`config.mk`:
```
export PLATFORM = sky130hd
export DESIGN_NAME = mfunc_apb_bridge
export DESIGN_NICKNAME = d
export VERILOG_FILES = /design/src/rtl/mfunc_apb_bridge.sv
export SDC_FILE = /design/constraint.sdc
export NUM_CORES = 1
export LEC_CHECK = 0
export CORE_MARGIN = 3
export CORE_UTILIZATION = 39
export CTS_CLUSTER_SIZE = 16
export DETAILED_ROUTE_END_ITERATION = 16
export GPL_TIMING_DRIVEN = 0
export PLACE_DENSITY = 0.81
export SYNTH_ARGS = -nofsm -noshare
export SYNTH_HDL_FRONTEND = slang
export SYNTH_SLANG_ARGS = --single-unit
```
`constraint.sdc`:
```
create_clock -name clk -period 2.1 [get_ports clk]
set_input_delay 0.525 -clock clk [delete_from_list [all_inputs] [get_ports clk]]
set_output_delay 0.525 -clock clk [all_outputs]
set_load 0.01 [all_outputs]
```
`src/rtl/mfunc_apb_bridge.sv`:
```
// mfunc_apb_bridge
//   APB slave front end for the MFUNC register sub-blocks. Each transfer is
//   decoded into a one-hot write strobe and a shared sub-register address and
//   write-data bus. For reads, the selected sub-block's combinational read
//   data is captured and returned. Unmapped or unaligned accesses answer with
//   pslverr, and a saturating counter tallies them.
//   Every transfer takes three cycles: setup, one wait state, then completion.
//
// Ports
//   clk, rst_n        clock, asynchronous active-low reset
//   psel/penable/pwrite/paddr/pwdata   APB request
//   prdata/pready/pslverr              APB response (registered)
//   reg_wr_en         one-hot write strobe, one bit per sub-block, 1 cycle wide
//   sub_reg_addr      latched sub-register address (paddr[11:0])
//   reg_wr_data       latched write data
//   reg_rd_data_bus   sub-block read data, slice i = [32i+31:32i]
//   err_cnt           saturating count of error responses
module mfunc_apb_bridge #(
  parameter int NUM_SUB = 4,
  parameter int SUB_AW  = 12
) (
  input  logic                   clk,
  input  logic                   rst_n,
  input  logic                   psel,
  input  logic                   penable,
  input  logic                   pwrite,
  input  logic [15:0]            paddr,
  input  logic [31:0]            pwdata,
  output logic [31:0]            prdata,
  output logic                   pready,
  output logic                   pslverr,
  output logic [NUM_SUB-1:0]     reg_wr_en,
  output logic [SUB_AW-1:0]      sub_reg_addr,
  output logic [31:0]            reg_wr_data,
  input  logic [NUM_SUB*32-1:0]  reg_rd_data_bus,
  output logic [7:0]             err_cnt
);

  typedef enum logic [1:0] {IDLE = 2'd0, DECODE = 2'd1, RESP = 2'd2} state_t;

  state_t r_state, w_state_nxt;

  logic [3:0]         r_idx, w_idx_nxt;
  logic               r_wr, w_wr_nxt;
  logic               r_err, w_err_nxt;
  logic [31:0]        r_prdata, w_prdata_nxt;
  logic               r_pready, w_pready_nxt;
  logic               r_pslverr, w_pslverr_nxt;
  logic [NUM_SUB-1:0] r_wr_en, w_wr_en_nxt;
  logic [SUB_AW-1:0]  r_addr, w_addr_nxt;
  logic [31:0]        r_wdata, w_wdata_nxt;
  logic [7:0]         r_err_cnt, w_err_cnt_nxt;

  logic               w_setup;
  logic               w_setup_err;
  logic [31:0]        w_rd_slice;

  // Only a setup phase (psel without penable) starts a transfer. A stray
  // access phase seen in IDLE is ignored.
  assign w_setup     = psel & ~penable;
  assign w_setup_err = ({1'b0, paddr[15:12]} >= 5'(NUM_SUB)) | (paddr[1:0] != 2'b00);

  // Read mux over the latched index. If the index is out of range, the mux
  // falls through to zero, but that case is an error anyway.
  always_comb begin
    w_rd_slice = '0;
    for (int i = 0; i < NUM_SUB; i++)
      if (r_idx == 4'(i)) w_rd_slice = reg_rd_data_bus[i*32 +: 32];
  end

  // State register
  always_ff @(posedge clk or negedge rst_n) begin
    if (!rst_n) r_state <= IDLE;
    else        r_state <= w_state_nxt;
  end

  // Next-state logic
  always_comb begin
    w_state_nxt = r_state;
    case (r_state)
      IDLE:    if (w_setup) w_state_nxt = DECODE;
      DECODE:  w_state_nxt = psel ? RESP : IDLE;  // psel dropped => abort
      RESP:    w_state_nxt = IDLE;
      default: w_state_nxt = IDLE;
    endcase
  end

  // Output / datapath next values
  always_comb begin
    w_idx_nxt     = r_idx;
    w_wr_nxt      = r_wr;
    w_err_nxt     = r_err;
    w_prdata_nxt  = r_prdata;
    w_pready_nxt  = r_pready;
    w_pslverr_nxt = r_pslverr;
    w_addr_nxt    = r_addr;
    w_wdata_nxt   = r_wdata;
    w_err_cnt_nxt = r_err_cnt;
    w_wr_en_nxt   = '0;  // the strobe only lives for the cycle after setup
    case (r_state)
      IDLE: if (w_setup) begin
        w_addr_nxt  = SUB_AW'(paddr[11:0]);
        w_wdata_nxt = pwdata;
        w_idx_nxt   = paddr[15:12];
        w_wr_nxt    = pwrite;
        w_err_nxt   = w_setup_err;
        for (int i = 0; i < NUM_SUB; i++)
          w_wr_en_nxt[i] = pwrite & ~w_setup_err & (paddr[15:12] == 4'(i));
      end
      DECODE: if (psel) begin
        w_prdata_nxt  = (!r_wr && !r_err) ? w_rd_slice : 32'h0;
        w_pslverr_nxt = r_err;
        w_pready_nxt  = 1'b1;
      end
      RESP: begin
        w_pready_nxt  = 1'b0;
        w_pslverr_nxt = 1'b0;
        if (r_pslverr && r_err_cnt != 8'hFF) w_err_cnt_nxt = r_err_cnt + 8'd1;
      end
      default: ;
    endcase
  end

  always_ff @(posedge clk or negedge rst_n) begin
    if (!rst_n) begin
      r_idx     <= '0;
      r_wr      <= 1'b0;
      r_err     <= 1'b0;
      r_prdata  <= '0;
      r_pready  <= 1'b0;
      r_pslverr <= 1'b0;
      r_wr_en   <= '0;
      r_addr    <= '0;
      r_wdata   <= '0;
      r_err_cnt <= '0;
    end else begin
      r_idx     <= w_idx_nxt;
      r_wr      <= w_wr_nxt;
      r_err     <= w_err_nxt;
      r_prdata  <= w_prdata_nxt;
      r_pready  <= w_pready_nxt;
      r_pslverr <= w_pslverr_nxt;
      r_wr_en   <= w_wr_en_nxt;
      r_addr    <= w_addr_nxt;
      r_wdata   <= w_wdata_nxt;
      r_err_cnt <= w_err_cnt_nxt;
    end
  end

  assign prdata       = r_prdata;
  assign pready       = r_pready;
  assign pslverr      = r_pslverr;
  assign reg_wr_en    = r_wr_en;
  assign sub_reg_addr = r_addr;
  assign reg_wr_data  = r_wdata;
  assign err_cnt      = r_err_cnt;

endmodule
```
Word level (Yosys, flattened, before mapping). Cells that the tools add are included.

Add/subtract/negate cells: 1. $lt $le $gt $ge: 1. Eq/ne operators: 11. Multiplexer cells: 14. Bitwise logic cells: 9. Reduce and logical (&&, ||, !) cells: 13.

Operators by type and width (number): $mux 32 (5); $eq 4x2->1 const B (4); $add 8x1->8 const B (1); $eq 4x1->1 const B (2); $logic_not 4->1 (2); $mux 4 (2); $ne 8x8->1 const B (1); $reduce_and 2->1 (4); $and 1x1->1 (6); $ge 4x3->1 const B (1); $mux 2 (2); $ne 2x2->1 const B (2); $pmux 1 s2 (2); $pmux 2 s2 (1); $reduce_bool 2->1 (2); $eq 2x1->1 const B (1); $eq 2x2->1 const B (1); $logic_and 1x1->1 (2); $logic_not 1->1 (2); $logic_not 2->1 (1); $mux 1 (2); $not 1->1 (2); $or 1x1->1 (1).

Bits in registers: 98. Input port bits: 181. Output and inout port bits: 90. Logic and storage cells: 60.

Logic depth before layout (Yosys ltp). Gate-level depths: netlist of run 1.

Depth after elaboration: 7. Mapped depth: 6. Gate-level depth less buffers: 4.

Least setup slack after synthesis of run 1. OpenSTA, ideal clock, no wires.

Kind: input -> register. From: input port psel. To: register r_idx[0]. Setup time: 0.125 ns. Data arrival time: 1.458 ns. Required time: 1.975 ns. Slack: 0.518 ns. Stages: 5. Path through: nor2b_2 -> nor3b_2 -> buf_6 -> buf_6 -> mux2_2.

Word-level cells in the longest chain between the ends: 2.

RTL lines: from (decl) (RTL line 24) `input logic psel,`; $and 1x1->1 (RTL line 60) `assign w_setup = psel & ~penable;`; $reduce_and 2->1 (no line); to (signal assigned) (RTL line 137) `r_idx <= w_idx_nxt;`; to (decl) (RTL line 43) `logic [3:0] r_idx, w_idx_nxt;`.

Every way passes these cells. A chain may end at the register's enable or synchronous reset.

Worst setup path in the final report of run 1.
From: input port psel. To: register r_addr[6], in the netlist sub_reg_addr[6].

Word-level cells in the longest chain between the ends: 2.

RTL lines: $and 1x1->1 (RTL line 60); $reduce_and 2->1 (no line); to (signal assigned) (RTL line 144) `r_addr <= w_addr_nxt;`; to (decl) (RTL line 50) `logic [SUB_AW-1:0] r_addr, w_addr_nxt;`.

Every way passes these cells.

==> results_dict.tcl, run 1 <==
set metrics [dict create \
    cts-hold-fix-buffers 0 \
    gpl.final_weighted_congestion 0.815 \
    timing.critical_path.required_ns 2.31 \
    timing_max_transition_violations_final 0 \
    vias 4261 \
    cts_tree "yes" \
    setup.reg_to_reg.worst_slack_ns 0.49 \
    total_grt_overflow 0 \
    report.final.setup_viol 0 \
    layout-drive-gt1-share_pct 22.1 \
    power.combinational.fraction_pct 32.4 \
    yosys.cell_types.count 38 \
    timing.final.crit_share_pct 90.8 \
    power.sequential.fraction_pct 40.2 \
    fp-row-count 40 \
    grt_pass1_vias 4383 \
    arr_time_crit_path_ns 2.12 \
    finalClockSkew_ns 0.00868 \
    syn-instance-count 386 \
    grt_antenna_before_repair 0 \
    cts_buffer_depth 2 \
    adder_and_majority_cell_fraction_of_the_synthesized_area_pct 0.259 \
    critical-path-top-cell-by-count "buf_6" \
    hold_viol 0 \
    htree_depth 3 \
    crit_chain "clkdlybuf4s50_1 -> nor2b_2 -> nor3b_2 -> buf_6 -> buf_6 -> mux2_2" \
    layout.cells.most_common_list "clkdlybuf4s50_1 (269), mux2_2 (102), dfrtp_1 (98)" \
    globalRouteTotalUtil_pct 21.0 \
    avgSynthCellArea_um2 12.5 \
    endpoint_of_the_most_critical_register_to_register_path "prdata[6]" \
    synthXorXnorAreaFrac_pct 0.544 \
    grt_max_degree 62 \
    seq_cells_post_synth 98 \
    setup.worst_path.start_class "primary input" \
    yosys_warnings 0 \
    post-route-drc-count 0 \
    dieHeight_um 117 \
    port_buffers 270 \
    tritoncts.num_buffers 9 \
    postCtsSetupRepairBufs 0 \
    areaGrowthSynthToFinish_pct 66.8 \
    clock_power_share_pct 27.4 \
    commonest_non_fill_non_tap_cell_in_the_layout "clkdlybuf4s50_1" \
    fin_crit_ns 1.91 \
    timing.setup.tns_ns 0 \
    static-leakage-power_nw 3.16 \
    max_stage_delay_ns 0.50 \
    critPathCaptureType "flop" \
    drt_iter0_drc 182 \
    synth_fp_nets 568 \
    power_switching_mw 1.60 \
    fmax_ghz 0.524 \
    worst_hold_path_type "primary input to asynchronous set/reset pin" \
    antenna_violating_nets_post_route 0 \
    routed_via_density 5.07 \
    grt_first_pass_wirelength_um 22200 \
    yosys-mux-area-fraction_pct 27.1 \
    clock_tree.root_cell "clkbuf_16" \
    diodes 0 \
    drt_first_pass_iters 4 \
    synth-compound-area-share_pct 10.5 \
    die_w_um 117 \
    core_area_um2 12100 \
    dp_hpwl_um 12100 \
    synth_simple_gate_area_share_pct 6.64 \
    cellPowerDensity_nw_per_um2 714 \
    cts_resized 0 \
    max_stage_delay_cell_worst_path "clkdlybuf4s50_1" \
    die-area_um2 13700 \
    synth_top_family_by_area "multiplexers" \
    timing.max_slew.rel_slack_pct 60.3 \
    nFillCells 953 \
    final_net_count 850 \
    reg2regPathDepth 5 \
    power_report.internal_total_mw 4.15 \
    max_slew.worst_pin.slew_ns 0.590 \
    multiInputGateArea_um2 2180 \
    timing.max_cap.violations 0 \
    insertion_delay_ns 0.34 \
    critical_path.reg2reg.startpoint "r_idx[1]" \
    sw_frac_of_total_pct 27.8 \
    rsz0062_at_grt "no" \
    status "complete, no violations" \
    start_util_pct 40.0 \
    avgRoutedWirePerCell_um 18.1 \
    path_max_fanout 10 \
    criticalPathCategory "primary input to flop" \
    synth_seq_area_share_pct 50.8 \
    mappedNetlistArea_um2 4830 \
    irDropWorstVdd_mv 0.602 \
    io-pin-count 271 \
    cts.sink_count 98 \
    ff_latch_area_um2 2450 \
    final_routed_wirelength_um 15200 \
    hold_slack_ns 0.150 \
    clkTransAtPathRegs_ns 0.07 \
]
[layer usage]
| metal | track usage [%] | routed length (µm) | vias to the layer above |
|---|---|---|---|
| met5 | 0 | 0 | - |
| met4 | 6.04 | 178 | 0 |
| met3 | 5.76 | 1410 | 16 |
| li1 | - | - | 1984 |
| met1 | 24.1 | 5690 | 2089 |
| met2 | 38.3 | 7960 | 172 |
[area by class of cell]
class                      count  share of cell area (%)
multi-input combinational    255                    27.0
sequential                    98                    30.5
buffer                        30                    2.32
inverter                       3                   0.140
clock inverter                 6                   0.606
clock buffer                  10                    2.97
tap                          168                    2.61
timing repair buffer         271                    33.9
[power by group through the flow]
stage	combinational [mW]	sequential (mW)	clock [mW]
final	1.86	2.31	1.58
after global routing	1.99	2.35	1.69
after CTS	1.89	2.32	1.63
after detailed placement	1.88	2.35	0
after global placement	1.84	2.33	0
after floorplan	0.697	2.45	0
[flip-flops by register name (all words and copies together), names as in the netlist]
signal        count
err_cnt           8
prdata           32
pready            1
pslverr           1
r_err             1
r_idx             4
r_state           2
r_wr              1
reg_wr_data      32
reg_wr_en         4
sub_reg_addr     12
[cells by family after synthesis]
kind of cell | after synthesis
compound gates | 75
xor+xnor | 3
fa+ha+maj | 1
buf+inv | 33
flops | 98
mux | 115
simple gates | 61
[Yosys cell counts, drive strengths merged]
cell | n | share of area [%]
nand2b | 1 | 0.13
a41oi | 1 | 0.18
a32o | 1 | 0.21
mux2 | 114 | 27
or3 | 1 | 0.13
nor2b | 1 | 0.18
o221ai | 31 | 5.6
clkbuf | 12 | 0.93
ha | 1 | 0.26
mux4 | 1 | 0.47
nor3 | 2 | 0.31
nand3 | 3 | 0.52
nor4 | 2 | 0.57
a21oi | 5 | 0.52
nor2 | 4 | 0.31
buf | 18 | 2.9
and3 | 1 | 0.23
o21ai | 36 | 3.8
dfrtp | 98 | 51
and3b | 1 | 0.21
a22o | 1 | 0.18
nand4 | 2 | 0.26
nor3b | 1 | 0.26
xnor2 | 3 | 0.54
inv | 3 | 0.23
and4 | 2 | 0.41
nand2 | 40 | 3.1
[worst max-delay path by stage]
stage	cells after the start	from	end
after floorplan	5	psel	r_idx[0]
after global placement	1	rst_n	prdata[5]
after detailed placement	6	psel	sub_reg_addr[6]
after CTS	1	err_cnt[3]	err_cnt[3]
after global routing	7	psel	prdata[30]
final	6	psel	sub_reg_addr[6]
[metrics by stage]
| stage | cells | utilization [%] | instance area (µm²) | total power [mW] | setup slack, ns |
|---|---|---|---|---|---|
| after detailed placement | 825 | 64.4 | 7760 | 4.23 | -0.146 |
| after global routing | 841 | 66.8 | 8050 | 6.03 | 0.0769 |
| after floorplan | 386 | - | 4830 | 3.14 | 0.518 |
| after global placement | 824 | 64.2 | 7740 | 4.17 | -3.09 |
| after CTS | 841 | 66.8 | 8050 | 5.83 | 0.193 |
| final | 841 | 66.8 | 8050 | 5.75 | 0.193 |
[worst max-delay path, delay by kind of cell]
family | cells | cell delay (ns)
buffers and inverters | 3 | 0.86
AND/OR/NAND/NOR | 2 | 0.38
multiplexers | 1 | 0.35
(Power assumes the default switching activity.)
==> inputs of run 2 (changes only) <==
--- a/config.mk
+++ b/config.mk
@@ -5,12 +5,14 @@
 export SDC_FILE = /design/constraint.sdc
 export NUM_CORES = 1
 export LEC_CHECK = 0
+export CORE_ASPECT_RATIO = 0.8
 export CORE_MARGIN = 3
-export CORE_UTILIZATION = 39
+export CORE_UTILIZATION = 40
+export CTS_BUF_LIST = sky130_fd_sc_hd__clkbuf_2 sky130_fd_sc_hd__clkbuf_4 sky130_fd_sc_hd__clkbuf_8
 export CTS_CLUSTER_SIZE = 16
 export DETAILED_ROUTE_END_ITERATION = 16
 export GPL_TIMING_DRIVEN = 0
-export PLACE_DENSITY = 0.81
+export PLACE_DENSITY = 0.83
 export SYNTH_ARGS = -nofsm -noshare
 export SYNTH_HDL_FRONTEND = slang
 export SYNTH_SLANG_ARGS = --single-unit
==> run 2 against run 1 <==
Against the previous run: flip-flop and latch count did not move; sequential power barely moved; power fell by 5.7%; critical path type is now flop to primary output; fmax fell by 1.3%; combinational power barely moved; count of clock-buffer cells in the layout did not move; first-iteration DRC count rose by 8.2%; critical endpoint is now err_cnt[3].
==> results_dict.tcl, run 2 (synthesis gave the netlist of run 1 again) <==
set metrics [dict create \
    status "complete, no violations" \
    endpoint_of_the_most_critical_register_to_register_path "prdata[14]" \
    tritoncts.num_buffers 9 \
    criticalPathCategory "flop to primary output" \
    cellPowerDensity_nw_per_um2 682 \
    areaGrowthSynthToFinish_pct 64.7 \
    antenna_violating_nets_post_route 0 \
    clkTransAtPathRegs_ns 0.10 \
    irDropWorstVdd_mv 0.383 \
    stdcell_area_um2 7950 \
    avgRoutedWirePerCell_um 17.8 \
    worst-path-buf-inv 1 \
    gpl.final_weighted_congestion 0.787 \
    setup.worst_path.start "err_cnt[3]" \
    core_area_um2 11600 \
    setup.reg_to_reg.worst_slack_ns 0.44 \
    postCtsSetupRepairBufs 0 \
    start_util_pct 41.4 \
    final_routed_wirelength_um 14600 \
    layout.cells.most_common_list "clkdlybuf4s50_1 (269), mux2_2 (102), dfrtp_1 (98)" \
    layout-drive-gt1-share_pct 22.1 \
    fp-row-count 35 \
    finalClockSkew_ns 0.0114 \
    io-pin-count 271 \
    layout.cells.non_filler 821 \
    insertion_delay_ns 0.35 \
    dieHeight_um 104 \
    timing.max_slew.rel_slack_pct 60.1 \
    die-area_um2 13400 \
    report.power.total_mw 5.42 \
    setup.worst_path.start_class "flop" \
    post-route-drc-count 0 \
    cts-hold-fix-buffers 0 \
    port_buffers 270 \
    commonest_non_fill_non_tap_cell_in_the_layout "clkdlybuf4s50_1" \
    grt_pass1_vias 4627 \
    max_stage_delay_ns 0.58 \
    timing.setup.tns_ns 0 \
    vias 4231 \
    hold_viol 0 \
    max_slew.worst_pin.slew_ns 0.593 \
    cts.sink_count 98 \
    grt_max_degree 69 \
    crit_chain "clkdlybuf4s50_1" \
    dpl.cell_count 805 \
    clock_tree.root_cell "clkbuf_8" \
    worst_hold_path_type "primary input to asynchronous set/reset pin" \
    finish.utilization_pct 68.2 \
    drt_first_pass_iters 4 \
    routed_via_density 5.15 \
    fin_crit_ns 1.93 \
    reg2regPathDepth 5 \
    arr_time_crit_path_ns 1.41 \
    htree_depth 3 \
    globalRouteTotalUtil_pct 21.9 \
    max_stage_delay_cell_worst_path "clkdlybuf4s50_1" \
    placed_area_um2 7740 \
    path_max_fanout 6 \
    grt_first_pass_wirelength_um 23500 \
    drt_iter0_drc 197 \
    cts_resized 0 \
    timing.final.crit_share_pct 92.0 \
    cts_buffer_depth 2 \
    timing_max_transition_violations_final 0 \
    report.final.setup_viol 0 \
    dp_hpwl_um 11800 \
    die_w_um 129 \
    worst-path-stages 1 \
    diodes 0 \
    grt_antenna_before_repair 0 \
    timing.critical_path.max_delay_family "buffers and inverters" \
    final_net_count 850 \
    rsz0062_at_grt "no" \
    cts_tree "yes" \
    timing.critical_path.required_ns 1.57 \
    crit_end "err_cnt[3]" \
    fmax_ghz 0.518 \
    critical_path.reg2reg.startpoint "r_idx[1]" \
    timing.max_cap.violations 0 \
    critPathCaptureType "primary output" \
    total_grt_overflow 0 \
    static-leakage-power_nw 3.12 \
]
run 2: how the worst min path moves through the flow:
| stage | slack (ns) | to | depth (start not counted) | startpoint |
|---|---|---|---|---|
| global placement | 0.46 | prdata[9] | 2 | prdata[9] |
| floorplan | 0.23 | err_cnt[0] | 0 | rst_n |
| detailed placement | 0.47 | prdata[3] | 2 | prdata[3] |
| finish | 0.1 | reg_wr_data[20] | 1 | rst_n |
| global route | 0.09 | reg_wr_data[19] | 1 | rst_n |
| CTS | 0.09 | reg_wr_data[19] | 1 | rst_n |
run 2: cell type report:
| class | instances | area, µm² |
|---|---|---|
| fill | 865 | 3700 |
| timing repair buffer | 271 | 2730 |
| sequential | 98 | 2450 |
| multi-input combinational | 255 | 2180 |
| buffer | 30 | 186 |
| tap | 148 | 185 |
| clock buffer | 10 | 138 |
| clock inverter | 6 | 71.3 |
| inverter | 3 | 11.3 |
run 2: per-stage QoR:
| step | setup slack, ns | hold WS, ns |
|---|---|---|
| CTS | 0.142 | 0.0873 |
| detailed placement | -0.156 | 0.470 |
| global placement | -3.03 | 0.464 |
| finish | 0.168 | 0.0985 |
| global route | 0.0924 | 0.0936 |
| floorplan | 0.518 | 0.229 |
run 2: report_power, final:
group          switching, mW  internal, mW  leakage, nW
combinational          0.699          1.15         1.78
clock                  0.662         0.594       0.0995
sequential             0.167          2.15         1.24
run 2: metal layers:
layer	vias to the layer above	share of wire, %	GRT usage (%)
li1	1983	-	-
met1	2054	40	26.5
met2	176	50	37.3
met3	18	8.3	7.39
met4	0	1.7	5.55
met5	-	0	0
==> inputs of run 3 (changes only) <==
--- a/config.mk
+++ b/config.mk
@@ -5,7 +5,7 @@
 export SDC_FILE = /design/constraint.sdc
 export NUM_CORES = 1
 export LEC_CHECK = 0
-export CORE_ASPECT_RATIO = 0.8
+export CORE_ASPECT_RATIO = 1.25
 export CORE_MARGIN = 3
 export CORE_UTILIZATION = 40
 export CTS_BUF_LIST = sky130_fd_sc_hd__clkbuf_2 sky130_fd_sc_hd__clkbuf_4 sky130_fd_sc_hd__clkbuf_8
==> run 3 against run 2 <==
Against the previous run: non-clock buffer count unchanged; die area unchanged; hold slack better by 0.058 ns; critical path depth unchanged; combinational power about the same; sequential share of layout area down 0.12 points; clock power up 9%; setup slack worse by 0.020 ns; count of clock-buffer cells in the layout down 1; sequential power about the same; routed wire length up 6.5%; critical path type unchanged; largest power group unchanged; highest routed layer is now met5.
==> results_dict.tcl, run 3 (synthesis gave the netlist of run 1 again) <==
set metrics [dict create \
    layout.cells.most_common_list "clkdlybuf4s50_1 (269), mux2_2 (102), dfrtp_1 (98)" \
    critical_path.reg2reg.startpoint "r_err" \
    setup.worst_path.start_class "flop" \
    timing.final.crit_share_pct 92.9 \
    dpl.cell_count 818 \
    drt_iter0_drc 103 \
    cts_resized 0 \
    clock_tree.root_cell "clkbuf_8" \
    placed_area_um2 7760 \
    vias 4335 \
    finalClockSkew_ns 0.0142 \
    reg2regPathDepth 4 \
    final_routed_wirelength_um 15600 \
    timing.max_cap.violations 0 \
    layout-drive-gt1-share_pct 22.1 \
    avgRoutedWirePerCell_um 18.7 \
    static-leakage-power_nw 3.13 \
    hold_viol 0 \
    report.power.total_mw 5.54 \
    port_buffers 270 \
    worst_hold_path_type "primary input to asynchronous set/reset pin" \
    fp-row-count 44 \
    tritoncts.num_buffers 9 \
    irDropWorstVdd_mv 0.489 \
    commonest_non_fill_non_tap_cell_in_the_layout "clkdlybuf4s50_1" \
    start_util_pct 41.2 \
    worst-path-buf-inv 1 \
    nFillCells 929 \
    insertion_delay_ns 0.36 \
    grt_antenna_before_repair 2 \
    timing.max_slew.rel_slack_pct 59.5 \
    layout.cells.non_filler 834 \
    post-route-drc-count 0 \
    dieHeight_um 129 \
    io-pin-count 271 \
    stdcell_area_um2 7980 \
    criticalPathCategory "flop to primary output" \
    drt_first_pass_iters 4 \
    rsz0062_at_grt "no" \
    cts_tree "yes" \
    grt_pass1_vias 4572 \
    fin_crit_ns 1.95 \
    areaGrowthSynthToFinish_pct 65.3 \
    grt_first_pass_wirelength_um 24400 \
    finish.utilization_pct 68.1 \
    setup.worst_path.start "err_cnt[3]" \
    pre_cts_slack_ns -0.176 \
    die_w_um 104 \
    ff_latch_area_um2 2450 \
    timing.critical_path.required_ns 1.57 \
    max_slew.worst_pin.slew_ns 0.608 \
    core_area_um2 11700 \
    postCtsSetupRepairBufs 0 \
    globalRouteTotalUtil_pct 23.0 \
    multiInputGateArea_um2 2180 \
    die-area_um2 13400 \
    status "complete, no violations" \
    timing.critical_path.max_delay_family "buffers and inverters" \
    endpoint_of_the_most_critical_register_to_register_path "prdata[10]" \
    fmax_ghz 0.512 \
    gpl.final_weighted_congestion 0.827 \
    crit_chain "clkdlybuf4s50_1" \
    diodes 0 \
    report.final.setup_viol 0 \
    path_max_fanout 6 \
    clkTransAtPathRegs_ns 0.10 \
    cts.sink_count 98 \
    routed_via_density 5.20 \
    setup.reg_to_reg.worst_slack_ns 0.42 \
    critPathCaptureType "primary output" \
    setup_ws_ns 0.148 \
    antenna_violating_nets_post_route 0 \
    htree_depth 3 \
    arr_time_crit_path_ns 1.43 \
    dp_hpwl_um 12500 \
    cts-hold-fix-buffers 0 \
    final_net_count 850 \
    max_stage_delay_cell_worst_path "clkdlybuf4s50_1" \
    cts_buffer_depth 2 \
    cellPowerDensity_nw_per_um2 694 \
    timing_max_transition_violations_final 0 \
    max_stage_delay_ns 0.58 \
    total_grt_overflow 0 \
    grt_max_degree 56 \
]
[run 3: final cells by class]
class,instances,area share [%]
Timing Repair Buffer,271,34.2
Inverter,3,0.141
Multi-Input combinational cell,255,27.3
Tap cell,161,2.52
Sequential cell,98,30.7
Clock inverter,7,1.25
Clock buffer,9,1.55
Buffer,30,2.34
[run 3: worst reg2reg max path, stage by stage (launching register included)]
cell	delay, ns
dfrtp_1	0.44
nor4_4	0.43
buf_2	0.31
o221ai_1	0.22
o21ai_0	0.20
[run 3: through the flow]
step | hold WS [ns] | setup TNS (ns)
final | 0.156 | 0
after global routing | 0.190 | 0
after CTS | 0.167 | 0
after detailed placement | 0.471 | -8.45
after global placement | 0.465 | -307.86
after floorplan | 0.229 | 0
[run 3: how the worst max path moves through the flow]
stage / endpoint / slack [ns] / depth (start not counted)
CTS: err_cnt[3] / 0.13 / 1
floorplan: r_idx[0] / 0.52 / 5
global placement: prdata[18] / -3.08 / 1
global route: err_cnt[3] / 0.1 / 1
finish: err_cnt[3] / 0.15 / 1
detailed placement: reg_wr_data[8] / -0.18 / 6
[run 3: power by group]
part / switching [mW] / total, mW / leakage [nW] / internal (mW)
logic: 0.710 / 1.86 / 1.78 / 1.15
registers: 0.160 / 2.31 / 1.24 / 2.15
clock network: 0.690 / 1.37 / 0.114 / 0.682
[run 3: per-layer routing]
layer | part of all wire, % | global-route usage [%] | vias up
met1 | 36 | 24.6 | 2105
met5 | 0.15 | 0 | -
met4 | 3.1 | 10.2 | 4
met2 | 52 | 41.3 | 194
met3 | 8.6 | 8.03 | 33
li1 | - | - | 1999
